File: src/rtl/wordle_pkg.sv
// Shared types and constants for the Wordle row scorer.
// Cell layout is {color[1:0], letter[4:0]}. Letters run A=0..Z=25,
// and 26 means blank.
package wordle_pkg;
  localparam int LETTER_W    = 5;
  localparam int CELL_W      = 7;
  localparam int NUM_COLS    = 5;
  localparam int NUM_LETTERS = 26;
  localparam int CNT_W       = 3;

  localparam logic [LETTER_W-1:0] LETTER_BLANK = 5'd26;

  localparam logic [1:0] COLOR_GREY   = 2'd0;
  localparam logic [1:0] COLOR_YELLOW = 2'd1;
  localparam logic [1:0] COLOR_GREEN  = 2'd2;
  localparam logic [1:0] COLOR_RED    = 2'd3;

  typedef enum logic [2:0] {
    S_IDLE, S_GREEN, S_YELLOW, S_WRITE, S_FINISH, S_GAME_OVER
  } state_t;

  typedef struct packed {
    logic [1:0]          color;
    logic [LETTER_W-1:0] letter;
  } cell_t;

  function automatic logic has_blank(input logic [NUM_COLS-1:0][LETTER_W-1:0] l);
    logic b;
    b = 1'b0;
    for (int c = 0; c < NUM_COLS; c++) b |= (l[c] == LETTER_BLANK);
    return b;
  endfunction
endpackage

File: src/rtl/letter_count_bank.sv
// Bank of 26 small letter counters used for yellow-letter accounting.
// Ports: clk/clr_n (async low reset), clr (sync clear of every counter),
//   inc/inc_idx and dec/dec_idx (single-counter bump), look_idx ->
//   nonzero (combinational "count > 0"; any index >= 26, including
//   blank, reads as zero).
module letter_count_bank
  import wordle_pkg::*;
(
  input  logic                clk,
  input  logic                clr_n,
  input  logic                clr,
  input  logic                inc,
  input  logic [LETTER_W-1:0] inc_idx,
  input  logic                dec,
  input  logic [LETTER_W-1:0] dec_idx,
  input  logic [LETTER_W-1:0] look_idx,
  output logic                nonzero
);
  logic [CNT_W-1:0] cnt [NUM_LETTERS];

  // A counter can only reach 5 (one per answer column), so 3 bits
  // never wrap. The scorer only decrements after a nonzero lookup.
  always_ff @(posedge clk or negedge clr_n) begin
    if (!clr_n) begin
      for (int i = 0; i < NUM_LETTERS; i++) cnt[i] <= '0;
    end else begin
      for (int i = 0; i < NUM_LETTERS; i++) begin
        if (clr)                                    cnt[i] <= '0;
        else if (inc && inc_idx == LETTER_W'(i))    cnt[i] <= cnt[i] + 1'b1;
        else if (dec && dec_idx == LETTER_W'(i))    cnt[i] <= cnt[i] - 1'b1;
      end
    end
  end

  always_comb begin
    nonzero = 1'b0;
    if (look_idx < LETTER_W'(NUM_LETTERS)) nonzero = |cnt[look_idx];
  end
endmodule

File: src/rtl/guess_evaluator.sv
// Scores one submitted Wordle row and writes the coloured cells to the board.
// Flow: IDLE -> GREEN(5) -> YELLOW(5) -> WRITE(5) -> FINISH -> IDLE/GAME_OVER.
// Ports: clk, clr_n (async low reset); submitted/row_values/answer capture
//   a guess; new_game restarts; wr_en/wr_row/wr_col/wr_value drive the
//   board store; row_index is the active row; eval_done pulses per row;
//   game_won/game_lost are sticky; busy covers every state but IDLE and
//   GAME_OVER.
// Option BLANK_REJECT_EN: a guess containing a blank is written back
//   all-red without scoring, and row_index does not advance.
module guess_evaluator
  import wordle_pkg::*;
#(
  parameter int NUM_ROWS = 6
) (
  input  logic                       clk,
  input  logic                       clr_n,
  input  logic                       submitted,
  input  logic [NUM_COLS*CELL_W-1:0] row_values,
  input  logic [NUM_COLS*LETTER_W-1:0] answer,
  input  logic                       new_game,
  output logic                       busy,
  output logic                       wr_en,
  output logic [2:0]                 wr_row,
  output logic [2:0]                 wr_col,
  output logic [CELL_W-1:0]          wr_value,
  output logic [2:0]                 row_index,
  output logic                       eval_done,
  output logic                       game_won,
  output logic                       game_lost
);
  state_t                            state;
  logic [2:0]                        col;
  logic [NUM_COLS-1:0][LETTER_W-1:0] row_letters, guess, ans;
  logic [NUM_COLS-1:0][1:0]          color;
  logic                              all_green;
  logic                              cnt_clr, cnt_inc, cnt_dec, cnt_nz;
`ifdef BLANK_REJECT_EN
  logic                              reject;
`endif

  // Colour bits of the incoming row are dropped; only letters are scored.
  always_comb begin
    all_green = 1'b1;
    for (int c = 0; c < NUM_COLS; c++) begin
      row_letters[c] = row_values[CELL_W*c +: LETTER_W];
      all_green &= (color[c] == COLOR_GREEN);
    end
  end

  // Pass 1 counts unmatched answer letters; pass 2 spends them left to
  // right, so surplus duplicates in the guess stay grey.
  assign cnt_clr = (state == S_IDLE);
  assign cnt_inc = (state == S_GREEN) && (guess[col] != ans[col]);
  assign cnt_dec = (state == S_YELLOW) && (color[col] != COLOR_GREEN) && cnt_nz;

  letter_count_bank u_cnt (
    .clk      (clk),
    .clr_n    (clr_n),
    .clr      (cnt_clr),
    .inc      (cnt_inc),
    .inc_idx  (ans[col]),
    .dec      (cnt_dec),
    .dec_idx  (guess[col]),
    .look_idx (guess[col]),
    .nonzero  (cnt_nz)
  );

  always_ff @(posedge clk or negedge clr_n) begin
    if (!clr_n) begin
      state     <= S_IDLE;
      col       <= '0;
      guess     <= '0;
      ans       <= '0;
      color     <= '0;
      busy      <= 1'b0;
      wr_en     <= 1'b0;
      wr_row    <= '0;
      wr_col    <= '0;
      wr_value  <= '0;
      row_index <= '0;
      eval_done <= 1'b0;
      game_won  <= 1'b0;
      game_lost <= 1'b0;
`ifdef BLANK_REJECT_EN
      reject    <= 1'b0;
`endif
    end else if (new_game) begin
      state     <= S_IDLE;
      col       <= '0;
      busy      <= 1'b0;
      wr_en     <= 1'b0;
      eval_done <= 1'b0;
      row_index <= '0;
      game_won  <= 1'b0;
      game_lost <= 1'b0;
    end else begin
      case (state)
        S_IDLE: if (submitted) begin
          guess <= row_letters;
          ans   <= answer;
          col   <= '0;
          busy  <= 1'b1;
`ifdef BLANK_REJECT_EN
          reject <= has_blank(row_letters);
          if (has_blank(row_letters)) begin
            color    <= {NUM_COLS{COLOR_RED}};
            state    <= S_WRITE;
            wr_en    <= 1'b1;
            wr_row   <= row_index;
            wr_col   <= '0;
            wr_value <= {COLOR_RED, row_letters[0]};
          end else begin
            color <= '0;
            state <= S_GREEN;
          end
`else
          color <= '0;
          state <= S_GREEN;
`endif
        end
        S_GREEN: begin
          if (guess[col] == ans[col]) color[col] <= COLOR_GREEN;
          if (col == 3'd4) begin
            col   <= '0;
            state <= S_YELLOW;
          end else col <= col + 3'd1;
        end
        S_YELLOW: begin
          if (cnt_dec) color[col] <= COLOR_YELLOW;
          if (col == 3'd4) begin
            // Column 0 colour is already final here, so the first write
            // can be staged on this edge.
            col      <= '0;
            state    <= S_WRITE;
            wr_en    <= 1'b1;
            wr_row   <= row_index;
            wr_col   <= '0;
            wr_value <= {color[0], guess[0]};
          end else col <= col + 3'd1;
        end
        S_WRITE: begin
          if (col == 3'd4) begin
            col       <= '0;
            wr_en     <= 1'b0;
            eval_done <= 1'b1;
            state     <= S_FINISH;
          end else begin
            col      <= col + 3'd1;
            wr_col   <= col + 3'd1;
            wr_value <= {color[col + 3'd1], guess[col + 3'd1]};
          end
        end
        S_FINISH: begin
          eval_done <= 1'b0;
          busy      <= 1'b0;
`ifdef BLANK_REJECT_EN
          if (reject) state <= S_IDLE;
          else
`endif
          if (all_green) begin
            game_won <= 1'b1;
            state    <= S_GAME_OVER;
          end else if (row_index == 3'(NUM_ROWS - 1)) begin
            game_lost <= 1'b1;
            state     <= S_GAME_OVER;
          end else begin
            row_index <= row_index + 3'd1;
            state     <= S_IDLE;
          end
        end
        S_GAME_OVER: state <= S_GAME_OVER;
        default:     state <= S_IDLE;
      endcase
    end
  end
endmodule

File: config.mk
export PLATFORM = sky130hd
export DESIGN_NAME = guess_evaluator
export DESIGN_NICKNAME = d
export VERILOG_FILES = /design/src/rtl/wordle_pkg.sv /design/src/rtl/letter_count_bank.sv /design/src/rtl/guess_evaluator.sv
export SDC_FILE = /design/constraint.sdc
export NUM_CORES = 1
export LEC_CHECK = 0
export CELL_PAD_IN_SITES_DETAIL_PLACEMENT = 1
export CELL_PAD_IN_SITES_GLOBAL_PLACEMENT = 2
export CORE_ASPECT_RATIO = 0.6
export CORE_MARGIN = 5
export CORE_UTILIZATION = 35
export CTS_CLUSTER_DIAMETER = 30
export CTS_CLUSTER_SIZE = 20
export DETAILED_ROUTE_END_ITERATION = 16
export PLACE_DENSITY = 0.83
export SLEW_MARGIN = 5
export SYNTH_ARGS = -nofsm -noshare
export SYNTH_HDL_FRONTEND = slang
export SYNTH_SLANG_ARGS = --single-unit
export TNS_END_PERCENT = 50
File: constraint.sdc
create_clock -name clk -period 3.37 [get_ports clk]
set_clock_uncertainty 0.1 [all_clocks]
set_input_delay 0.8425 -clock clk [delete_from_list [all_inputs] [get_ports clk]]
set_output_delay 0.8425 -clock clk [all_outputs]
set_load 0.02 [all_outputs]
==> results.md, run 1 <==
* CTS Buf Count at 17
* Peak supply drop at 0.384 mV
* Library cells used by synthesis at 85
* Status: complete, but fails checks
* CTS tree: yes
* Max Cap Viol at 0
* Die outline width at 232 um
* Starting Density at 35.8%
* Vias in the first global route at 10,200
* CP Capture Type: register
* Rows at 48
* WS Path Type: reg2reg
* Min Tclk post-route at 3.59 ns
* Synthesized area at 0.0104 mm^2
* Post-detail-place hpwl at 27,300 um
* Leak Pwr at 6.34 nW
* Clk sinks at 165
* Synthesized area per cell at 9.99 um^2
* Worst reg2reg setup slack at -0.22 ns
* Port bufs at 74
* Post-synth ARST share at 100%
* Core Footprint at 0.0290 mm^2
* Clock buffer depth at 2
* First-pass GRT wire length at 60,500 um
* Synthesis warning total at 0
* Worst skew pair latency at 0.47 ns
* Hold Vio Cnt, Final at 0
* Failing checks: setup timing
* Critical Path, Cell by Cell: buf_4 > buf_8 > clkinvlp_4 > buf_4 > a21oi_4 > o32ai_4 > xnor2_2 > nand2_2 > o211ai_4 > buf_4 > nor3_2 > fa_2 > or4_4 > o21ai_2 > mux2i_1
* Slew Viols, Final at 0
* Cell Pwr Density at 546 mW/mm^2
* Yosys reg bits at 165
* Routability cong. at 0.906
* Seq. cell area at 0.00413 mm^2
* Die Ht at 143 um
* Fmax achieved at 278 MHz
* WP data arrival at 3.87 ns
* H-tree depth at 4
* Vias per inst at 5.73
* Nets@finish at 1,406
* Worst slew pin tran at 0.890 ns
* RSZ-0062 raised after global routing: yes
* Fillers at 3,094
* Drc violations at 0
* Net count after synthesis at 1,133
* Diode count at 0
* Worst EP required at 3.64 ns
* Detailed-route via count at 9,884
* Number of synthesized flops with an enable pin at 0
* Sequential area share after synthesis at 39.8%
* Reg clk slew, reported paths at 0.07 ns
* Worst min path class: in2async
* Final Cycle Share at 107%
* Footprint of the multi-input gates at 0.00684 mm^2
* Largest net degree at the start of global routing at 71
* Antenna violations before repair at 1
* Cell mode on critical path: buf_4
* Root buffer cell: clkbuf_16
* Final setup viols at 64
* Total track usage at 23.6%
* Slew headroom at 40.7%
* Ys flop type: dfrtp_1
* Worst path max stage delay at 0.44 ns
* Post-DRT Antenna Nets at 0
* Post-Route WL at 42,900 um
* CP max-delay cell: or4_4
* Final Core Density at 53.0%
* Pre-antenna DRT Iters at 6
* Worst hold slack at 0.270 ns
* WL/cell at 24.8 um
* Total grt overflow at 0
* Startpoint types: register
* DR iter-0 viols at 845
* Mapped Cells at 1,039
* Setup ws final at -0.224 ns
* Area Growth Syn to Fin at 48.0%
* DIE AREA at 0.0333 mm^2
* Share of layout cells above drive strength 1 at 42.0%
* Inst Count DP at 1,636
* Post-route non-filler standard cell count at 1,725
* Critical Path Fanout Max at 9
* Ports at 85
-- cells by family (layout without fill, tap and decap cells) --
family                     after synthesis  after routing  synth area share (%)
DFF                                    165            165                  39.8
xor gates and xnor gates                17             17                  1.43
and+or+nand+nor                        369            369                  18.6
muxes                                  137            137                  14.9
buffers and inverters                  129            415                  5.43
adders and majority gates               30             30                  5.49
AOI/OAI and AO/OA                      192            192                  14.3
-- cell type report --
| type | count | share of cell area, % |
|---|---|---|
| Sequential cell | 165 | 26.9 |
| Inverter | 72 | 1.78 |
| Timing Repair Buffer | 311 | 19.3 |
| Multi-Input combinational cell | 745 | 44.5 |
| Clock inverter | 14 | 1.47 |
| Tap cell | 400 | 3.26 |
| Clock buffer | 18 | 2.79 |
-- where the power goes --
| group | switching (mW) | internal [mW] | leakage [nW] |
|---|---|---|---|
| clock | 0.964 | 1.33 | 0.313 |
| sequential | 0.188 | 2.17 | 2.16 |
| combinational | 2.11 | 1.64 | 3.87 |
-- cell usage in the layout (no fill, tap or decap), types with 10 or more instances in the layout --
cell / n
buf_4: 182
dfrtp_1: 162
nand2_1: 97
clkdlybuf4s50_1: 73
inv_1: 65
mux2i_1: 61
mux2_2: 57
nor2_1: 50
nor3_1: 38
a21oi_1: 37
o21ai_0: 30
buf_6: 26
fa_2: 23
buf_12: 22
nand3_1: 20
nand4_1: 18
nor3_4: 18
nor3_2: 17
clkbuf_16: 17
nand2b_1: 11
or3_1: 11
xnor2_1: 10
nor4_4: 10
-- flip-flops by register name (all words and copies together), names as in the netlist --
register	cells
u_cnt.cnt	78
ans	25
busy	1
state	3
game_won	1
eval_done	1
wr_en	1
guess	25
row_index	3
wr_row	3
game_lost	1
wr_col	3
wr_value	7
color	10
col	3
-- timing repair --
item | 4_1_cts | 5_1_grt
endpoints found under the setup margin | 78 | 87
endpoints found under the hold margin | 0 | 0
hold buffers | 0 | 0
resized for setup | 118 | 155
cloned | 1 | 0
pin swaps | 37 | 67
buffers inserted | 27 | 35
-- cell usage after synthesis (all sizes together), types with 6 or more instances --
| master | number | area [um^2] |
|---|---|---|
| a211oi | 11 | 87.6 |
| or2 | 6 | 37.5 |
| mux2 | 61 | 691 |
| nor2 | 66 | 255 |
| mux2i | 68 | 681 |
| nor4 | 22 | 178 |
| o211ai | 6 | 65.1 |
| xnor2 | 14 | 123 |
| mux4 | 8 | 180 |
| or3 | 12 | 75.1 |
| fa | 26 | 521 |
| a22o | 7 | 61.3 |
| nor3 | 73 | 412 |
| a41oi | 7 | 91.3 |
| a31oi | 11 | 83.8 |
| nand2 | 104 | 410 |
| nand2b | 16 | 100 |
| dfrtp | 165 | 4130 |
| a21oi | 52 | 290 |
| o21ai | 40 | 204 |
| nand3 | 22 | 123 |
| o22ai | 8 | 62.6 |
| nand4 | 18 | 113 |
| buf | 21 | 159 |
| inv | 72 | 270 |
| o31ai | 10 | 88.8 |
| clkbuf | 36 | 135 |
| o32ai | 9 | 124 |
-- metrics by stage --
stage          setup slack (ns)  TNS (ns)  power, mW  cell area (um^2)
6_report                 -0.224     -5.16       8.39             15400
5_1_grt                  -0.335    -11.16       8.66             15400
4_1_cts                 -0.0924    -0.917       7.76             14400
3_5_place_dp             -0.327    -10.53       5.09             12900
3_3_place_gp             -0.243     -6.44       5.02             12900
2_1_floorplan          -0.00104  -0.00104       3.69             10400
-- critical path, delay by kind of cell, from the launching register on --
family          cells  cell delay [ns]
xor+xnor            1             0.21
fa+ha+maj           1             0.38
flops               1             0.39
mux                 1             0.27
buf+inv             5             0.90
simple gates        3             0.61
compound gates      4             0.62
-- per-layer routing --
layer	part of all wire, %	track usage [%]	up-vias
li1	-	-	4291
met1	45	35.1	5157
met2	46	34.0	368
met3	7.3	6.65	66
met4	1.6	5.81	2
met5	0.030	0	-
-- path summary, 6_finish.rpt --
check,to,cells past startpoint,startpoint
worst max-delay path,u_cnt.cnt[47]$_DFFE_PN0P_,15,col[1]$_DFFE_PN0P_
worst min-delay path,row_index[0]$_DFFE_PN0P_,1,clr_n
worst max register to register,u_cnt.cnt[47]$_DFFE_PN0P_,15,col[1]$_DFFE_PN0P_
worst min register to register,wr_value[6]$_DFFE_PN0P_,2,wr_value[6]$_DFFE_PN0P_
max in group asynchronous,col[2]$_DFFE_PN0P_,2,clr_n
min in group clk,wr_value[6]$_DFFE_PN0P_,2,wr_value[6]$_DFFE_PN0P_
Note: power is estimated with default switching activity, not from simulation.
==> inputs of run 2 (changes only) <==
CORE_UTILIZATION = 38   (was 35)
DONT_BUFFER_PORTS = 1   (was unset)
PLACE_DENSITY = 0.82   (was 0.83)
==> results.md, run 2 (synthesis results as in run 1) <==
* Total grt overflow at 0
* WS Path Type: reg2reg
* Routability cong. at 0.854
* Failing checks: setup timing
* Worst slew pin tran at 0.841 ns
* FF-to-FF path depth at 15
* Most frequent cells in the layout: dfrtp_1, buf_4, nand2_1
* H-tree depth at 4
* DIE AREA at 0.0308 mm^2
* Clock power frac at 27.2%
* Pre-antenna DRT Iters at 5
* GR met3 Demand/Resource at 6.88%
* Seq pwr share at 29.6%
* Worst EP required at 3.65 ns
* Comb power frac at 43.2%
* Switching power at 3.11 mW
* Final setup viols at 65
* Fillers at 2,838
* CTS tree: yes
* Worst min path class: in2async
* Antenna violations before repair at 3
* WL/cell at 25.1 um
* Ports at 85
* Setup WS pre-CTS at -0.332 ns
* Port bufs at 0
* Post-DRT Antenna Nets at 0
* Clk sinks at 165
* Largest net degree at the start of global routing at 166
* Critical Path Fanout Max at 7
* Max reg flops at 78
* Post-Route WL at 39,700 um
* Final Core Density at 53.1%
* GRT Max-Usage Layer: met1
* Rows at 46
* Vias per inst at 5.93
* Share of layout cells above drive strength 1 at 41.3%
* Max Cap Viol at 0
* Fmax achieved at 277 MHz
* Seq. cell area at 0.00413 mm^2
* WP data arrival at 3.89 ns
* Root buffer cell: clkbuf_16
* Peak supply drop at 0.349 mV
* Min Tclk post-route at 3.61 ns
* Total track usage at 23.4%
* Setup ws final at -0.241 ns
* Starting Density at 39.0%
* Switching portion of total power at 39.2%
* Clock buffer depth at 2
* Nets@finish at 1,305
* Tot Pwr at 7.95 mW
* Largest registers: u_cnt.cnt (78), ans (25), guess (25)
* Die Ht at 138 um
* First-pass GRT wire length at 57,000 um
* Startpoint types: register
* Detailed-route via count at 9,396
* Die outline width at 223 um
* Status: complete, but fails checks
* Leak Pwr at 5.92 nW
* Slew Viols, Final at 0
* Drc violations at 0
* Cell Pwr Density at 562 mW/mm^2
* CP Capture Type: register
* Area Growth Syn to Fin at 36.4%
* Setup TNS at -7.42 ns
* Final Cycle Share at 107%
* Slew headroom at 43.9%
* Most flop-heavy register: u_cnt.cnt
* Pint at 4.84 mW
* RSZ-0062 raised after global routing: yes
* Most common cell after layout, fill and taps aside: dfrtp_1
* Diode count at 0
* Core Footprint at 0.0266 mm^2
* GR met1 Demand/Resource at 35.3%
* Footprint of the multi-input gates at 0.00663 mm^2
* Met2 global-route usage at 33.4%
* Reg clk slew, reported paths at 0.07 ns
* Post-detail-place hpwl at 25,100 um
* DR iter-0 viols at 782
* Hold Vio Cnt, Final at 0
* Worst skew pair latency at 0.46 ns
* CTS Buf Count at 17
* Vias in the first global route at 9,627
## run 2: cell types whose count changed in the layout (fill, tap and decap cells not counted), moves of 5 or more
cell | previous run | this run
buf_12 | 22 | 16
buf_16 | 1 | 6
buf_4 | 182 | 155
buf_8 | 7 | 2
clkdlybuf4s50_1 | 73 | 0
nand2b_4 | 5 | 0
nor4_1 | 4 | 9
## run 2: per-stage QoR
step | hold slack [ns] | cell area (um^2) | cells
after floorplan | 0.345 | 10400 | 1039
after global placement | 0.359 | 11900 | 1499
after detailed placement | 0.369 | 11900 | 1499
after CTS | -0.0422 | 13200 | 1549
after global routing | 0.168 | 14200 | 1584
final | 0.146 | 14200 | 1584
## run 2: critical path, cell delays in order (launching register included)
cell	delay, ns
dfrtp_2	0.54
mux2_2	0.38
a22oi_1	0.19
buf_4	0.18
nor2_2	0.05
a22o_1	0.21
o211ai_2	0.26
o211ai_4	0.18
buf_12	0.22
buf_2	0.16
buf_4	0.16
nor3_4	0.18
fa_2	0.24
nand4_1	0.10
o22ai_2	0.17
mux2i_1	0.19
## run 2: repair_timing
| action | in CTS | in global routing |
|---|---|---|
| endpoints found under the hold margin | 165 | 103 |
| gates resized for setup | 96 | 130 |
| pin swaps | 26 | 34 |
| setup endpoints to repair | 79 | 84 |
| cloned | 4 | 2 |
| setup buffers | 15 | 34 |
## run 2: cell type report
| cell class | instances | area share, % |
|---|---|---|
| multi-input combinational | 745 | 46.8 |
| sequential | 165 | 29.2 |
| timing repair buffer | 210 | 14.5 |
| tap | 360 | 3.18 |
| clock buffer | 18 | 3.10 |
| inverter | 72 | 1.94 |
| clock inverter | 14 | 1.33 |
## run 2: path summary, 6_finish.rpt
kind                                           startpoint                        end  slack [ns]
worst max-delay path                   col[1]$_DFFE_PN0P_  u_cnt.cnt[50]$_DFFE_PN0P_       -0.24
worst min-delay path                                clr_n  u_cnt.cnt[28]$_DFFE_PN0P_        0.15
worst max register to register         col[1]$_DFFE_PN0P_  u_cnt.cnt[50]$_DFFE_PN0P_       -0.24
worst min register to register  u_cnt.cnt[53]$_DFFE_PN0P_  u_cnt.cnt[53]$_DFFE_PN0P_        0.38
max in group asynchronous                           clr_n         col[1]$_DFFE_PN0P_        2.50
min in group clk                                 new_game   row_index[1]$_DFFE_PN0P_        0.35
## run 2: routing by layer
layer / vias up / share of wire [%]
li1: 4089 / -
met3: 58 / 8.6
met1: 4879 / 46
met5: - / 0.070
met2: 364 / 44
met4: 6 / 1.5
## run 2: power groups by stage
stage          combinational [mW]  sequential (mW)  clock, mW
6_report                     3.44             2.36       2.16
3_5_place_dp                 2.43             2.37          0
2_1_floorplan                1.38             2.31          0
3_3_place_gp                 2.37             2.36          0
4_1_cts                      2.79             2.33       2.19
5_1_grt                      3.58             2.38       2.29
